### config.mk
export PLATFORM = sky130hd
export DESIGN_NAME = fetch_issue_queue
export DESIGN_NICKNAME = d
export VERILOG_FILES = /design/src/rtl/tomasulo_pkg.sv /design/src/rtl/dq_fifo.sv /design/src/rtl/fetch_issue_queue.sv
export SDC_FILE = /design/constraint.sdc
export NUM_CORES = 1
export LEC_CHECK = 0
export ABC_AREA = 0
export CORE_MARGIN = 1
export CORE_UTILIZATION = 55
export CTS_CLUSTER_SIZE = 30
export DETAILED_ROUTE_END_ITERATION = 8
export PLACE_DENSITY = 0.83
export SYNTH_ARGS = -nofsm -noshare
export SYNTH_HDL_FRONTEND = slang
export SYNTH_SLANG_ARGS = --single-unit
### constraint.sdc
create_clock -name clk1 -period 2.4 [get_ports clk1]
set_input_delay 0.72 -clock clk1 [delete_from_list [all_inputs] [get_ports clk1]]
set_output_delay 0.72 -clock clk1 [all_outputs]
set_load 0.1 [all_outputs]
### src/rtl/tomasulo_pkg.sv
// Shared opcode constants, issue-op encoding and decoded-entry type for the
// fetch/issue front end.
package tomasulo_pkg;

  localparam logic [3:0] OP_ADD = 4'b0000;
  localparam logic [3:0] OP_SUB = 4'b0001;
  localparam logic [3:0] OP_MUL = 4'b0010;

  typedef enum logic [1:0] {
    ISS_ADD = 2'd0,
    ISS_SUB = 2'd1,
    ISS_MUL = 2'd2
  } iss_op_e;

  typedef struct packed {
    iss_op_e    op;
    logic [3:0] rs1;
    logic [3:0] rs2;
    logic [3:0] rd;
    logic [3:0] pc;
  } dq_entry_t;

  typedef enum logic [1:0] {
    S_RUN   = 2'd0,
    S_DRAIN = 2'd1,
    S_DONE  = 2'd2,
    S_TRAP  = 2'd3
  } fiq_state_e;

  function automatic logic is_legal(input logic [3:0] opcode);
    return (opcode == OP_ADD) || (opcode == OP_SUB) || (opcode == OP_MUL);
  endfunction

  function automatic iss_op_e encode_op(input logic [3:0] opcode);
    case (opcode)
      OP_SUB:  return ISS_SUB;
      OP_MUL:  return ISS_MUL;
      default: return ISS_ADD;
    endcase
  endfunction

endpackage

### src/rtl/dq_fifo.sv
// Synchronous FIFO of decoded entries; head is read combinationally, so a
// pushed entry becomes visible only after the push edge (no bypass).
module dq_fifo
  import tomasulo_pkg::*;
#(
  parameter int DEPTH = 4,
  localparam int AW = (DEPTH > 1) ? $clog2(DEPTH) : 1,
  localparam int CW = $clog2(DEPTH) + 1
) (
  input  logic          clk,
  input  logic          rst,
  input  logic          push,
  input  dq_entry_t     push_data,
  input  logic          pop,
  output dq_entry_t     head,
  output logic [CW-1:0] count
);

  dq_entry_t     mem [DEPTH];
  logic [AW-1:0] wr_ptr;
  logic [AW-1:0] rd_ptr;
  logic          do_push;
  logic          do_pop;

  assign do_pop  = pop && (count != '0);
  assign do_push = push && ((count != CW'(DEPTH)) || do_pop);

  // DEPTH is a power of two, so the pointers wrap naturally.
  always_ff @(posedge clk or posedge rst) begin
    if (rst) begin
      wr_ptr <= '0;
      rd_ptr <= '0;
      count  <= '0;
    end else begin
      if (do_push) wr_ptr <= wr_ptr + 1'b1;
      if (do_pop)  rd_ptr <= rd_ptr + 1'b1;
      count <= count + CW'(do_push) - CW'(do_pop);
    end
  end

  always_ff @(posedge clk) begin
    if (do_push) mem[wr_ptr] <= push_data;
  end

  assign head = mem[rd_ptr];

endmodule

### src/rtl/fetch_issue_queue.sv
// In-order fetch, decode and issue queue for a small Tomasulo front end.
// Optional illegal-opcode trap is enabled by defining ILLEGAL_OP_TRAP_EN.
module fetch_issue_queue
  import tomasulo_pkg::*;
#(
  parameter int DEPTH    = 4,
  parameter int PROG_LEN = 6
) (
  input  logic        clk1,
  input  logic        rst,
  output logic [3:0]  pc,
  output logic        fetch_en,
  input  logic [15:0] instr_in,
  output logic        iss_valid,
  input  logic        iss_ready,
  output logic [1:0]  iss_op,
  output logic [3:0]  iss_rs1,
  output logic [3:0]  iss_rs2,
  output logic [3:0]  iss_rd,
  output logic [3:0]  iss_pc,
  output logic        done,
  output logic        illegal_op,
  output logic [1:0]  fsm_state
);

  localparam int CW = $clog2(DEPTH) + 1;

  fiq_state_e    state;
  logic [4:0]    fetched;
  logic          inflight;
  logic [3:0]    inflight_pc;
  logic [CW-1:0] count;
  dq_entry_t     head;
  dq_entry_t     cap_entry;
  logic          cap_legal;
  logic          push;
  logic          pop;
  logic          trap_hit;
  logic          credit_ok;

  assign cap_legal = is_legal(instr_in[15:12]);
  assign cap_entry = '{op:  encode_op(instr_in[15:12]),
                       rs1: instr_in[11:8],
                       rs2: instr_in[7:4],
                       rd:  instr_in[3:0],
                       pc:  inflight_pc};

`ifdef ILLEGAL_OP_TRAP_EN
  assign trap_hit = inflight && !cap_legal && (state != S_TRAP);
`else
  assign trap_hit   = 1'b0;
  assign illegal_op = 1'b0;
`endif

  // Valid/ready: an entry leaves the queue on a cycle where iss_valid and
  // iss_ready are both high; iss_* hold steady while valid waits for ready.
  assign push      = inflight && cap_legal && (state != S_TRAP);
  assign iss_valid = (count != '0);
  assign pop       = iss_valid && iss_ready;

  // Credit counts the in-flight word so the queue can never overflow.
  assign credit_ok = (int'(count) + int'(inflight)) < DEPTH;
  assign fetch_en  = !rst && (state == S_RUN) && (fetched < 5'(PROG_LEN))
                     && credit_ok && !trap_hit;

  assign iss_op    = iss_valid ? head.op  : 2'd0;
  assign iss_rs1   = iss_valid ? head.rs1 : 4'd0;
  assign iss_rs2   = iss_valid ? head.rs2 : 4'd0;
  assign iss_rd    = iss_valid ? head.rd  : 4'd0;
  assign iss_pc    = iss_valid ? head.pc  : 4'd0;
  assign done      = (state == S_DONE);
  assign fsm_state = state;

  always_ff @(posedge clk1 or posedge rst) begin
    if (rst) begin
      state       <= S_RUN;
      pc          <= 4'd0;
      fetched     <= 5'd0;
      inflight    <= 1'b0;
      inflight_pc <= 4'd0;
`ifdef ILLEGAL_OP_TRAP_EN
      illegal_op  <= 1'b0;
`endif
    end else begin
      inflight <= fetch_en;
      if (fetch_en) begin
        pc          <= pc + 4'd1;
        fetched     <= fetched + 5'd1;
        inflight_pc <= pc;
      end
      case (state)
        S_RUN: begin
          if (trap_hit) state <= S_TRAP;
          else if (fetched == 5'(PROG_LEN)) state <= S_DRAIN;
        end
        S_DRAIN: begin
          if (trap_hit) state <= S_TRAP;
          else if (!inflight && (count == '0)) state <= S_DONE;
        end
        default: ;
      endcase
`ifdef ILLEGAL_OP_TRAP_EN
      if (trap_hit) illegal_op <= 1'b1;
`endif
    end
  end

  dq_fifo #(.DEPTH(DEPTH)) u_dq_fifo (
    .clk       (clk1),
    .rst       (rst),
    .push      (push),
    .push_data (cap_entry),
    .pop       (pop),
    .head      (head),
    .count     (count)
  );

endmodule

==> out/results.txt, run 1 <==
Iter 0 DRT Violations = 137
Avg WL per Cell = 17.5 microns
Total wire length = 6740 microns
Post-DRT Antenna Nets = 0
Ys flop type = edfxtp_1
Global route overflow = 0
Antenna Cells = 0
Placed instance area = 4810 sq um
CORE AREA = 6790 sq um
Worst Setup End Kind = output port
Min Tclk post-route = 2540 ps
Initial antenna violation count = 0
I/O pin count = 47
Max-cap violation count = 0
Failing checks = negative setup slack
Placement Setup Slack = -161 ps
Die Footprint = 7400 sq um
#FFs+latches synth = 95
Clk sink count = 95
Synthesized net count = 241
WHS Path Cells = 0
Pin count of the biggest net entering global routing = 24
Status = finished, violations left
Final Setup Violations = 18
Reg-to-Reg End = u_dq_fifo.count[2]
First-pass GRT wire length = 10700 microns
Post-Synthesis Cells = 211
Clk_skew = 12.3 ps
Hold buffer count at CTS = 0
Syn Std Cell Area = 3880 sq um
Htree depth = 3
Post-synthesis area per instance = 18.4 sq um
Netlist cell types = 32
Drt drc = 0
Number of synthesized flops with an enable pin = 72
Area Growth Syn to Fin = 32.8%
RSZ-0062 raised after global routing = yes
Hold Startpoint = fetched[3]
Cell area after layout = 5160 sq um
Hold Path Class = register to register
Fillcell total = 388
Hold slack = 443 ps
Final Wtd Congestion = 0.725
Chip width = 86.0 microns
Fin crit share = 106%
Chip height = 86.0 microns
Sequential area share after synthesis = 70.5%
Vias in the first global route = 2115
Root buf cell = clkbuf_8
F_max = 0.394 GHz
Async S/R FF share, synth = 24.2%
Hold path endpoint = fetched[3]
Clock transition at path regs = 90 ps
First-pass DRT Iterations = 4
Number of vias per cell = 5.20
Row count = 30
Clock latency on the worst-skew pair = 350 ps
Final setup margin = -138 ps
Clock buffer depth = 2
Setup slack, reg-to-reg = 230 ps
CTS tree = built
Fin. max-slew vios = 0
Worst reg2reg path depth = 7
Hpwl dp = 4500 microns
Synth warn = 0
WS Path Type = register to output port
Final Hold Fails = 0
CTS buffer count = 9
Worst EP arrival = 1820 ps
Via Count = 1996
Startpoint Class = register
Layout cells sized above 1 = 42.7%
Starting Density = 57.1%
Number of nets in the layout = 313
Worst reg2reg startpoint = u_dq_fifo.count[1]
Port Buffers = 45
GRT Total Usage = 19.9%
CP max FO = 4
Crit path required time = 1680 ps
==> cells in the final DEF, fill, tap and decap left out, types with 2 or more instances in the layout <==
| master | n |
|---|---|
| mux2_2 | 4 |
| nor4b_1 | 3 |
| xor2_1 | 4 |
| dfrtp_4 | 2 |
| and2_4 | 18 |
| nor2_1 | 3 |
| dfrtp_2 | 2 |
| buf_4 | 26 |
| clkinvlp_4 | 2 |
| mux4_2 | 18 |
| clkdlybuf4s50_1 | 17 |
| inv_1 | 10 |
| dfrtp_1 | 19 |
| edfxtp_1 | 72 |
| clkbuf_16 | 2 |
| xnor2_1 | 5 |
| clkbuf_8 | 11 |
| mux2_4 | 2 |
| nor2_2 | 2 |
| nand3_1 | 4 |
| and2_1 | 5 |
| buf_12 | 25 |
| ha_1 | 10 |
| nand2_1 | 4 |
==> through the flow <==
stage          instances  TNS [ps]  util [%]
6_report             384     -1880      75.9
5_1_grt              384     -3110      75.9
4_1_cts              381     -2890      74.8
3_5_place_dp         363     -6110      70.8
3_3_place_gp         363     -4330      70.8
2_1_floorplan        211      -496         -
==> metal layers <==
layer | global-route usage (%) | up-vias | share of wire (%) | wire length [microns]
li1 | - | 935 | - | -
met1 | 24.9 | 1003 | 42 | 2810
met2 | 34.3 | 53 | 54 | 3620
met3 | 4.23 | 5 | 4.0 | 270
met4 | 7.58 | 0 | 0.56 | 38
met5 | 0 | - | 0 | 0
==> state kept, by name, summed over array words and instances, names as in the netlist <==
name	flops
fetched	5
inflight	1
u_dq_fifo.mem	72
u_dq_fifo.rd_ptr	2
fsm_state	2
inflight_pc	4
u_dq_fifo.wr_ptr	2
u_dq_fifo.count	3
pc	4
==> cell usage after synthesis (2+ instances only) <==
cell,number,share of area (%)
edfxtp_1,72,56
and2_1,23,3.7
dfrtp_1,23,15
mux4_2,18,10
inv_1,11,1.1
ha_1,10,3.2
xnor2_1,5,1.1
buf_2,4,0.52
clkbuf_1,4,0.39
mux2_2,4,1.2
nand2_1,4,0.39
nand3_1,4,0.52
xor2_1,4,0.90
nor2_1,3,0.29
nor4b_1,3,0.68
mux2_4,2,0.77
nor2_2,2,0.32
==> how the worst max path moves through the flow <==
stage / from / endpoint / cells after the start
floorplan: u_dq_fifo.count[0] / iss_pc[0] / 3
global placement: rst / fetch_en / 5
detailed placement: rst / fetch_en / 5
CTS: u_dq_fifo.rd_ptr[0] / iss_op[1] / 4
global route: u_dq_fifo.rd_ptr[0] / iss_rd[1] / 4
finish: u_dq_fifo.rd_ptr[0] / iss_op[0] / 4
==> cell type report <==
type	count	area (sq um)	share of cell area [%]
inverters	11	45.0	0.874
flip-flops and latches	95	2750	53.3
multi-input cells	95	1100	21.4
clock buffers	13	180	3.49
repair buffers	71	915	17.7
clock inverters	3	46.3	0.898
well taps	96	120	2.33
==> logic make-up after synthesis <==
kind of cell | count (synthesis) | synth area share, %
DFF | 95 | 70.5
buffers and inverters | 21 | 2.45
and+or+nand+nor | 43 | 7.06
AOI/OAI and AO/OA | 7 | 1.71
adders and majority gates | 11 | 3.74
muxes | 24 | 12.4
xor gates and xnor gates | 9 | 2.03
other | 1 | 0.0966
==> worst max-delay path, stage by stage (launching register included) <==
cell	delay (ps)
dfrtp_2	440
clkbuf_16	170
mux4_2	510
and2_4	190
buf_12	160
==> timing repair <==
action | CTS | global route
endpoints found under the setup margin | 19 | 20
resized for setup | 15 | 13
buffers inserted | 2 | 2
pin swaps | 3 | 3
cloned | 0 | 1
Power of run 1 is left out: the tool's default activity adds up to more than one toggle a clock period on the data nets, which glitch-free logic cannot reach.
==> run 2: changes to the inputs <==
- CORE_UTILIZATION: 55 -> 50
- GPL_TIMING_DRIVEN: not set -> 0
- PLACE_DENSITY: 0.83 -> 0.8
- clock period: 2.4 -> 2.19 ns (I/O delays scaled with it)
==> run 2 against run 1 <==
  * The run still ends with negative setup slack left
  * Flip-flop and latch count unchanged
  * Register-to-register slack got worse by 240 ps
  * First-iteration DRC count increased by 29%
  * Cell area increased by 0.39%
  * Die area increased by 9.8%
  * Setup slack got worse by 160 ps
  * Clock-buffer cell count decreased by 3
  * Critical path type unchanged
==> out/results.txt, run 2 (synthesized netlist as in run 1, its figures left out) <==
Status = finished, violations left
Failing checks = negative setup slack
Worst Setup End Kind = output port
Max-cap violation count = 0 (unchanged)
Avg WL per Cell = 18.8 microns (+7.3%)
Placed Instances = 355 (-2.2%)
Post-DRT Antenna Nets = 0 (unchanged)
Final setup margin = -298 ps (-159 ps)
Vias in the first global route = 2156 (+1.9%)
RSZ-0062 raised after global routing = yes
Clock latency on the worst-skew pair = 360 ps (about the same)
GRT Total Usage = 18.9% (-0.96 points)
Fin crit share = 114%
Chip height = 90.1 microns (+4.8%)
Total wire length = 7230 microns (+7.3%)
F_max = 0.402 GHz
Commonest non-fill, non-tap cell in the layout = edfxtp_1
Area Growth Syn to Fin = 33.4%
Die Footprint = 8120 sq um (+9.8%)
Hpwl dp = 3950 microns (-12%)
Drt drc = 0 (unchanged)
Clk_skew = 7.60 ps (-4.72 ps)
Port Buffers = 45 (unchanged)
Iter 0 DRT Violations = 177 (+29%)
Cell area after layout = 5180 sq um (+0.39%)
Regs by FF count = u_dq_fifo.mem x72, fetched x5
First-pass DRT Iterations = 4 (unchanged)
First-pass GRT wire length = 11200 microns (+5.1%)
Placed instance area = 4500 sq um (-6.4%)
I/O pin count = 47 (unchanged)
Fillcell total = 475 (+22%)
Global route overflow = 0 (unchanged)
Number of nets in the layout = 310 (-0.96%)
Layout cells sized above 1 = 44.9% (+2.2 points)
Slew HR = 40.8%
Final Wtd Congestion = 0.730 (+0.75%)
Biggest register = u_dq_fifo.mem
Clock transition at path regs = 90 ps (about the same)
Worst EP arrival = 1830 ps (about the same)
Chip width = 90.1 microns (+4.8%)
Hold buffer count at CTS = 0 (unchanged)
Clock buffer depth = 2 (unchanged)
Via Count = 2059 (+3.2%)
CTS buffer count = 9 (unchanged)
Final Hold Fails = 0 (unchanged)
Hold Path Class = register to register
Root buf cell = clkbuf_8
CORE AREA = 7370 sq um (+8.5%)
Crit path required time = 1530 ps (-150 ps)
Worst Max-Slew Pin Slew = 887 ps
Htree depth = 3 (unchanged)
Most frequent cells in the layout = edfxtp_1, and2_4, buf_12
Number of flip-flops in the largest register = 72 (unchanged)
Starting Density = 52.7% (-4.5 points)
WS Path Type = register to output port
Clk sink count = 95 (unchanged)
Startpoint Class = register
Pin count of the biggest net entering global routing = 24 (unchanged)
Final TNS setup = -5330 ps (-3440 ps)
Number of vias per cell = 5.36 (+3.2%)
CP max FO = 9 (+5)
Final std cells w/o fill = 384 (unchanged)
Initial antenna violation count = 0 (unchanged)
Antenna Cells = 0 (unchanged)
Row count = 31 (+3.3%)
Fin. max-slew vios = 0 (unchanged)
Min Tclk post-route = 2490 ps
CTS tree = built
Final Setup Violations = 21 (+3)
==> run 2: cell types whose count changed in the layout (fill, tap and decap cells not counted), sizes merged <==
| cell | previous run | this run |
|---|---|---|
| buf | 52 | 41 |
| clkbuf | 14 | 13 |
| clkdlybuf4s15 | 0 | 6 |
| clkinv | 0 | 1 |
| clkinvlp | 2 | 4 |
| dlygate4sd2 | 1 | 0 |
| dlymetal6s2s | 0 | 1 |
==> run 2: repair_timing <==
action                                  4_1_cts  5_1_grt
endpoints found under the setup margin      100       94
pin swaps                                    11       12
cloned                                        1        1
gates resized for setup                     241       11
buffers inserted                              5        7
==> run 2: path summary, 6_finish.rpt <==
check | slack (ps) | end | depth (start not counted) | from
setup / recovery | -300 | iss_rd[1] | 4 | u_dq_fifo.rd_ptr[0]
hold / removal | 520 | fetched[0] | 1 | fetched[0]
setup reg to reg | -10 | u_dq_fifo.count[2] | 7 | u_dq_fifo.count[1]
hold reg to reg | 520 | fetched[0] | 1 | fetched[0]
max in group asynchronous | 1000 | fsm_state[0] | 2 | rst
min in group asynchronous | 550 | u_dq_fifo.count[1] | 2 | rst
==> run 2: final cells by class <==
class | instances | area, sq um | area share [%]
flip-flops and latches | 95 | 2750 | 53.1
repair buffers | 58 | 785 | 15.2
clock inverters | 6 | 68.8 | 1.33
clock buffers | 10 | 128 | 2.47
inverters | 11 | 45.0 | 0.870
well taps | 99 | 124 | 2.39
multi-input cells | 95 | 1150 | 22.3
plain buffers | 10 | 124 | 2.39
==> run 2: stage by stage <==
step,util (%),setup slack [ps],hold slack (ps)
global route,70.2,-364,536
CTS,68.9,-334,519
floorplan,-,-131,463
finish,70.2,-298,517
global placement,61.1,-1350,488
detailed placement,61.1,-1350,488
==> run 2: metal layers <==
| layer | share of wire [%] | up-vias | global-route usage [%] |
|---|---|---|---|
| met1 | 42 | 1053 | 24.1 |
| met5 | 0 | - | 0 |
| met2 | 52 | 67 | 31.0 |
| li1 | - | 925 | - |
| met3 | 4.2 | 14 | 2.96 |
| met4 | 2.1 | 0 | 11.0 |
==> run 2: worst max-delay path, stage by stage (launching register included) <==
cell and delay [ps]:
dfrtp_2 460, buf_12 160, mux4_2 510, and2_4 180, buf_12 160
Power of run 2 is left out for the same reason.
==> run 3: changes to the inputs <==
- CAP_MARGIN: not set -> 20
==> results of run 3 <==
Final layout, timing and power as in run 2 (identical DEF).
Power of run 3 is left out for the same reason.
